===== src/rtl/sorter_pkg.sv =====
// sorter_pkg: sizing and FSM encoding shared by the merge sorter result path.
package sorter_pkg;
    localparam int W = 32;
    localparam int N_WORDS = 128;
    localparam int CNT_W = 8;
    typedef enum logic [1:0] {IDLE, COLLECT, STREAM, DONE} state_e;
endpackage


===== src/rtl/result_buffer.sv =====
// result_buffer: simple dual-port RAM with synchronous write and registered read.
module result_buffer #(
    parameter int W = 32,
    parameter int DEPTH = 128,
    parameter int AW = $clog2(DEPTH)
) (
    input  logic          clk,
    input  logic          rst,
    input  logic          we,
    input  logic [AW-1:0] waddr,
    input  logic [W-1:0]  wdata,
    input  logic          re,
    input  logic [AW-1:0] raddr,
    output logic [W-1:0]  rdata
);
    logic [W-1:0] mem [DEPTH];
    always_ff @(posedge clk) begin
        if (we) mem[waddr] <= wdata;
    end
    // Only the read register is reset; the array itself holds no meaningful state between jobs.
    always_ff @(posedge clk or posedge rst) begin
        if (rst) rdata <= '0;
        else if (re) rdata <= mem[raddr];
    end
endmodule


===== src/rtl/sort_result_collector.sv =====
// sort_result_collector: pops one sorted job from the tree root, checks ascending order,
// buffers it and streams it out over valid/ready.
module sort_result_collector #(
    parameter int W = sorter_pkg::W,
    parameter int N_WORDS = sorter_pkg::N_WORDS,
    parameter int CNT_W = sorter_pkg::CNT_W
) (
    input  logic             clk,
    input  logic             rst,
    input  logic             start,
    input  logic [W-1:0]     t_dout,
    input  logic             t_empty,
    output logic             t_deq,
    output logic             rd_valid,
    input  logic             rd_ready,
    output logic [W-1:0]     rd_data,
    output logic             rd_last,
    output logic             busy,
    output logic             done,
    output logic [CNT_W-1:0] word_cnt,
    output logic             order_err,
    output logic [CNT_W-1:0] err_idx
);
    import sorter_pkg::*;
    localparam int AW = $clog2(N_WORDS);
    localparam logic [CNT_W-1:0] N = CNT_W'(N_WORDS);
    state_e state_q, state_d;
    logic [CNT_W-1:0] word_cnt_q, word_cnt_d, err_idx_q, err_idx_d, rd_ptr_q, rd_ptr_d;
    logic [W-1:0] prev_q, prev_d;
    logic order_err_q, order_err_d, done_q, done_d;
    logic rd_valid_q, rd_valid_d, rd_last_q, rd_last_d;
    logic re, fire, bad;
    always_comb begin
        t_deq = state_q == COLLECT && !t_empty && word_cnt_q < N;
        fire = rd_valid_q && rd_ready;
        // Refill the output register when it is empty or being drained this cycle.
        re = state_q == STREAM && (!rd_valid_q || fire) && rd_ptr_q < N;
        bad = word_cnt_q != '0 && t_dout < prev_q && !order_err_q;
        state_d = state_q;
        word_cnt_d = word_cnt_q;
        err_idx_d = err_idx_q;
        rd_ptr_d = rd_ptr_q;
        prev_d = prev_q;
        order_err_d = order_err_q;
        done_d = done_q;
        rd_valid_d = rd_valid_q;
        rd_last_d = rd_last_q;
        if (state_q == IDLE && start) begin
            state_d = COLLECT;
            word_cnt_d = '0;
            done_d = 1'b0;
            order_err_d = 1'b0;
            err_idx_d = '0;
        end
        if (t_deq) begin
            word_cnt_d = word_cnt_q + 1'b1;
            prev_d = t_dout;
            order_err_d = order_err_q | bad;
            err_idx_d = bad ? word_cnt_q : err_idx_q;
            if (word_cnt_q == N - 1'b1) begin
                state_d = STREAM;
                rd_ptr_d = '0;
            end
        end
        if (re) begin
            rd_ptr_d = rd_ptr_q + 1'b1;
            rd_valid_d = 1'b1;
            rd_last_d = rd_ptr_q == N - 1'b1;
        end else if (fire) begin
            rd_valid_d = 1'b0;
            rd_last_d = 1'b0;
        end
        if (fire && rd_last_q) begin
            state_d = DONE;
            done_d = 1'b1;
        end
        if (state_q == DONE) state_d = IDLE;
    end
    always_ff @(posedge clk or posedge rst) begin
        if (rst) begin
            state_q <= IDLE;
            word_cnt_q <= '0;
            err_idx_q <= '0;
            rd_ptr_q <= '0;
            prev_q <= '0;
            order_err_q <= 1'b0;
            done_q <= 1'b0;
            rd_valid_q <= 1'b0;
            rd_last_q <= 1'b0;
        end else begin
            state_q <= state_d;
            word_cnt_q <= word_cnt_d;
            err_idx_q <= err_idx_d;
            rd_ptr_q <= rd_ptr_d;
            prev_q <= prev_d;
            order_err_q <= order_err_d;
            done_q <= done_d;
            rd_valid_q <= rd_valid_d;
            rd_last_q <= rd_last_d;
        end
    end
    result_buffer #(.W(W), .DEPTH(N_WORDS), .AW(AW)) u_buf (
        .clk(clk),
        .rst(rst),
        .we(t_deq),
        .waddr(word_cnt_q[AW-1:0]),
        .wdata(t_dout),
        .re(re),
        .raddr(rd_ptr_q[AW-1:0]),
        .rdata(rd_data)
    );
    assign rd_valid = rd_valid_q;
    assign rd_last = rd_last_q;
    assign busy = state_q != IDLE;
    assign done = done_q;
    assign word_cnt = word_cnt_q;
    assign order_err = order_err_q;
    assign err_idx = err_idx_q;
endmodule


===== config.mk =====
export PLATFORM = sky130hd
export DESIGN_NAME = sort_result_collector
export DESIGN_NICKNAME = d
export VERILOG_FILES = /design/src/rtl/sorter_pkg.sv /design/src/rtl/result_buffer.sv /design/src/rtl/sort_result_collector.sv
export SDC_FILE = /design/constraint.sdc
export NUM_CORES = 2
export LEC_CHECK = 0
export CAP_MARGIN = 20
export CORE_ASPECT_RATIO = 2
export CORE_MARGIN = 2
export CORE_UTILIZATION = 45
export CTS_BUF_LIST = sky130_fd_sc_hd__clkbuf_8 sky130_fd_sc_hd__clkbuf_16
export CTS_CLUSTER_DIAMETER = 60
export DETAILED_ROUTE_END_ITERATION = 8
export PLACE_DENSITY_LB_ADDON = 0.1
export SYNTH_ARGS = -nofsm -noshare
export SYNTH_HDL_FRONTEND = slang
export SYNTH_SLANG_ARGS = --single-unit

===== constraint.sdc =====
create_clock -name clk -period 3.51 [get_ports clk]
set_input_delay 0.8775 -clock clk [delete_from_list [all_inputs] [get_ports clk]]
set_output_delay 0.8775 -clock clk [all_outputs]
set_load 0.1 [all_outputs]

# ---- Word-level counts from Yosys, hierarchy flattened
# Memories as Yosys holds them, arrays and structs flattened. A register that Yosys moved wholly into a read port is not among the register bits.
# Index checks and enable logic that the tools add are counted.
dict set report totals {
  reg_bits 62
  ram_bits 4096
  input_bits 37
  out_inout_bits 54
  word_cells 65
  memories 1
}
# memory depth width rd rd_ports_with_merged_regs wr line
set memory_table {}
lappend memory_table {u_buf.mem 128 32 1 1 1 result_buffer.sv:16} ;# logic [W-1:0] mem [DEPTH];
dict set report op_classes {
  add_sub_neg 2
  order_cmp 3
  eq_ne 6
  muxes 20
  bitwise 1
  reduce_logical 23
}
# cell n
set op_table {}
lappend op_table {{$mux 8} 7}
lappend op_table {{$lt 32x32->1} 1}
lappend op_table {{$add 8x1->8 const B} 2}
lappend op_table {{$eq 8x7->1 const B} 2}
lappend op_table {{$lt 8x8->1 const B} 2}
lappend op_table {{$reduce_bool 2->1} 6}
lappend op_table {{$mux 2} 5}
lappend op_table {{$logic_and 1x1->1} 9}
lappend op_table {{$mux 1} 8}
lappend op_table {{$reduce_bool 8->1} 1}
lappend op_table {{$eq 2x2->1 const B} 2}
lappend op_table {{$reduce_and 2->1} 2}
lappend op_table {{$logic_not 1->1} 3}
lappend op_table {{$eq 2x1->1 const B} 1}
lappend op_table {{$logic_not 2->1} 1}
lappend op_table {{$ne 2x1->1 const B} 1}
lappend op_table {{$logic_or 1x1->1} 1}
lappend op_table {{$or 1x1->1} 1}

# ---- Longest topological paths before layout
dict set report logic_depth {
  ltp_word 7
  depth_mapped 11
  mapped_depth_nobuf 9
}

# ---- By module
# A second synthesis with hierarchy kept.
dict set report unflattened {
  hier_cells 7981
  area_unflattened_um2 161708.8
}
# mod n_inst cells_each area_each_um2 seq_area_each_um2
set by_module_without_submodules {}
lappend by_module_without_submodules {result_buffer 1 7619 158438.2 123798.7}
lappend by_module_without_submodules {sort_result_collector 1 362 3270.6 1551.5}

# ---- Worst setup path before layout
# Ideal clock, no wire load.
dict set report synth_timing {
  kind {reg-to-reg}
  from {register word_cnt_q[7], in the netlist word_cnt[7]}
  to {memory u_buf.mem[103][0] (enable)}
  setup_time_ps 421
  t_arrival_ps 3608
  t_required_ps 3089
  setup_slack_ps -519
  stages_incl_launch_ff 8
  path_buffers 3
  period_less_slack_ps 4029
  path_cell_list {dfrtp_1 or4b_1 buf_2 inv_2 nand4_1 clkbuf_1 buf_1 nor2_1}
}
dict set report synth_via {
  elab_chain_cells 4
}
# item line
set synth_lines {}
lappend synth_lines {{from (decl)} sort_result_collector.sv:28} ;# logic [CNT_W-1:0] word_cnt_q, word_cnt_d, err_idx_q, err_idx_d, rd_ptr_q, rd_ptr_d;
lappend synth_lines {{from (signal assigned)} sort_result_collector.sv:92} ;# word_cnt_q <= word_cnt_d;
lappend synth_lines {{$lt 8x8->1} sort_result_collector.sv:34} ;# t_deq = state_q == COLLECT && !t_empty && word_cnt_q < N;
lappend synth_lines {{$logic_and 1x1->1} sort_result_collector.sv:34}
lappend synth_lines {{$mux 1} result_buffer.sv:18} ;# if (we) mem[waddr] <= wdata;
lappend synth_lines {{$mux 1 (not written as such)} result_buffer.sv:18}
lappend synth_lines {{to (decl)} result_buffer.sv:16}
# Every way passes these cells.

# ---- Final worst setup path
dict set report layout_timing {
  from {register rd_ptr_q[0]}
  to {register u_buf.rdata[31], read port of u_buf.mem}
}
dict set report layout_via {
  elab_chain_cells 2
}
# item line
set layout_lines {}
lappend layout_lines {{from (decl)} sort_result_collector.sv:28}
lappend layout_lines {{from (signal assigned)} sort_result_collector.sv:94} ;# rd_ptr_q <= rd_ptr_d;
lappend layout_lines {{$lt 8x8->1} sort_result_collector.sv:37} ;# re = state_q == STREAM && (!rd_valid_q || fire) && rd_ptr_q < N;
lappend layout_lines {{$logic_and 1x1->1} sort_result_collector.sv:37}
lappend layout_lines {{to (decl)} result_buffer.sv:14} ;# output logic [W-1:0] rdata
# Parallel ways exist; a longest one is shown, timed or not.
# A chain may end at the register's enable or synchronous reset.

==> reports/qor.txt <==
CTS tree: yes
Worst Path Max Fanout: 29
placed cells: 12570
IO buf count: 90
cell internal pwr: 79270 uW
Placement Setup Slack: -857.8 ps
worst setup path endpoint: u_buf.rdata[31]$_DFFE_PP0P_
fin crit share: 99.87%
worst hold slack: 184.2 ps
Core Util, Final: 52.95%
Hold WC Path Type: input pin to async pin
Overflow after GRT: 0
crit path launch: rd_ptr_q[0]$_DFFE_PP0P_
via count: 79770
r2r setup slk: 5 ps
sw frac: 21.34%
drt first pass iters: 6
Layout Skew: 50.99 ps
met1 Use GR: 31.93%
vias in the first global route: 82093
Final Max Slew Viols: 0
Worst setup SP type: flip-flop
Area Growth Syn to Fin: 17.10%
PwrDens: 534.0 nW/um^2
Post-Route WL: 493000 um
fraction of layout instances using a drive strength above 1: 29.34%
outcome: complete, no violations
Worst Max-Slew Pin Slew: 1452 ps
busiest layer in global routing: met2
CTS Buf Count: 368
drt drc: 0
crit path DAT: 4310 ps
H-tree depth: 5
FILL cells: 27486
Die Footprint: 363300 sq um
ys async rst share: 2.243%
number of synthesized flops with an enable pin: 4096
Placed Area: 176600 sq um
Combinational Power Share: 3.9%
clock share of power: 40.9%
Seq/Total Area, Yosys: 77.77%
Die X: 427.2 um
core outline area: 356500 sq um
Reg2Reg Capture Point: u_buf.rdata[31]$_DFFE_PP0P_
Clock transition at path regs: 70 ps
nets: 8332
Max Cap Violations: 0
ys flop type: edfxtp_1
initial cell density of the core: 45.22%
min Tclk post-route: 3505 ps
GR Util All Layers: 27.06%
Max Fclk: 0.2853 GHz
required time worst endpoint: 4320 ps
final hold viol count: 0
largest net degree at the start of global routing: 130
IO Count: 91
Final Non-Filler Cells: 13248
leak pwr: 0.05773 uW
Clock Tree Root: clkbuf_16
net count after synthesis: 7461
cell count after synthesis: 7390
GR Util met2: 48.36%
GR met3 Demand/Resource: 3.441%
Peak VDD IR: 0.4196 mV
CTS Hold Bufs: 0
initial DRC count: 9562
worst-case clock buffer depth: 4
critical path class: flip-flop to flip-flop
initial antenna violation count: 33
Psw: 21510 uW
Final setup violation count: 0
CP Capture Type: flip-flop
Yosys reg bits: 4190
Layout Cell Area excl Fill: 188700 sq um
RSZ-0062 raised after global routing: no
Worst-Skew Late Latency: 950 ps
first-pass GRT wire length: 675900 um
worst r2r src: rd_ptr_q[0]$_DFFE_PP0P_
post-route ant nets: 0
hpwl dp: 317500 um
Reg2Reg Depth: 8
routed length per instance: 37.22 um
Setup WS post-layout: 4.554 ps
Mean Syn Cell Area: 21.81 sq um
RePlAce Congestion: 0.9048
Die Ht: 850.4 um
Seq pwr share: 55.3%
num rows: 310
via/cell ratio: 6.021
YS warnings: 0
clock tree sinks: 4190
Slew headroom: 3.203%
count of cell types in the netlist: 56
Netlist Area Pre-Place: 161200 sq um
[placed cells by master (no fill, tap or decap), types with 46 or more instances in the layout]
cell type	count
edfxtp_1	4096
mux4_2	837
mux2i_1	670
buf_4	608
clkbuf_16	377
buf_12	279
a22oi_1	146
nor2_4	130
a221oi_1	124
inv_1	108
a21oi_1	107
o21ai_0	105
a211oi_1	96
dfrtp_1	87
nand2_1	84
clkinv_1	66
clkinv_2	66
a22o_1	56
nor2b_1	49
o22ai_1	46
[worst min-delay path by stage]
stage	end	slack (ps)	cells past startpoint
after global placement	prev_q[0]$_DFFE_PP0P_	470	2
final	rd_last$_DFFE_PP0P_	180	2
after floorplan	prev_q[0]$_DFFE_PP0P_	450	2
after global routing	rd_valid$_DFFE_PP0P_	150	2
after CTS	rd_last$_DFFE_PP0P_	110	2
after detailed placement	done$_DFFE_PP0P_	480	2
[timing repair]
action	4_1_cts	5_1_grt
buffers inserted	1	0
resized for setup	21	5
hold endpoints to repair	0	0
endpoints found under the setup margin	15	4
[worst max-delay path, stage by stage (launching register included)]
cell,delay [ps]
dfrtp_4,480
buf_12,170
buf_12,270
buf_12,310
mux4_2,540
mux2i_1,750
a221oi_1,230
a221oi_1,400
o21ai_1,130
[power by group through the flow]
stage / Combinational, uW / Sequential (uW) / Clock (uW)
final: 3880 / 55700 / 41200
after global routing: 4010 / 55700 / 43700
after CTS: 3950 / 55700 / 41900
after detailed placement: 3950 / 56800 / 0
after global placement: 3870 / 56700 / 0
after floorplan: 809 / 57000 / 0
[through the flow]
stage                      TNS, ps  total power [uW]
after floorplan           -1263380             57790
after global placement      -40320             60610
after detailed placement    -10950             60710
after CTS                        0            101600
after global routing             0            103400
final                            0            100800
[registers in the layout, summed over array words and instances, names as in the netlist]
name	cells
done	1
err_idx	8
order_err	1
state_q	2
u_buf.rdata	32
word_cnt	8
prev_q	32
rd_valid	1
rd_ptr_q	8
rd_last	1
u_buf.mem	4096
[synthesized netlist by cell type, types with 30 or more instances]
| master | count | share of area [%] |
|---|---|---|
| a211oi_1 | 100 | 0.47 |
| a21oi_1 | 114 | 0.35 |
| a221oi_1 | 129 | 0.70 |
| a22o_1 | 56 | 0.30 |
| a22oi_1 | 146 | 0.68 |
| buf_1 | 37 | 0.086 |
| buf_2 | 141 | 0.44 |
| buf_4 | 69 | 0.32 |
| clkbuf_1 | 162 | 0.38 |
| dfrtp_1 | 94 | 1.5 |
| edfxtp_1 | 4096 | 76 |
| ha_1 | 34 | 0.26 |
| inv_1 | 40 | 0.093 |
| mux2i_1 | 675 | 4.2 |
| mux4_2 | 837 | 12 |
| nand2_1 | 88 | 0.20 |
| nand3_1 | 30 | 0.093 |
| nor2_1 | 151 | 0.35 |
| nor2b_1 | 54 | 0.21 |
| o21ai_0 | 112 | 0.35 |
| o21ai_1 | 32 | 0.099 |
| o22ai_1 | 47 | 0.18 |
[layer usage]
layer	vias up	wire [um]
met1	43288	174300
met3	698	26440
met2	2861	263100
li1	32909	-
met4	14	29060
met5	-	96
[area by class of cell]
cell class | count | area, sq um | share of cell area, %
clock buffer | 384 | 9530 | 5.050
timing repair buffer | 929 | 10550 | 5.592
multi-input combinational | 2731 | 34780 | 18.43
sequential | 4190 | 125400 | 66.43
clock inverter | 281 | 2460 | 1.303
antenna | 12 | 30.03 | 0.01591
tap | 4680 | 5856 | 3.103
inverter | 41 | 156.4 | 0.08287
[logic make-up (layout without fill, tap and decap cells)]
logic type	count (synthesis)	count (layout)	synth area share (%)
flops	4190	4190	77.77
mux	1531	1531	16.02
compound gates	788	788	3.406
buf+inv	469	1635	1.451
simple gates	377	377	1.084
fa+ha+maj	34	34	0.2639
xor+xnor	1	1	0.005435
other cells	0	12	0
Power figures use the tool's default switching activity.
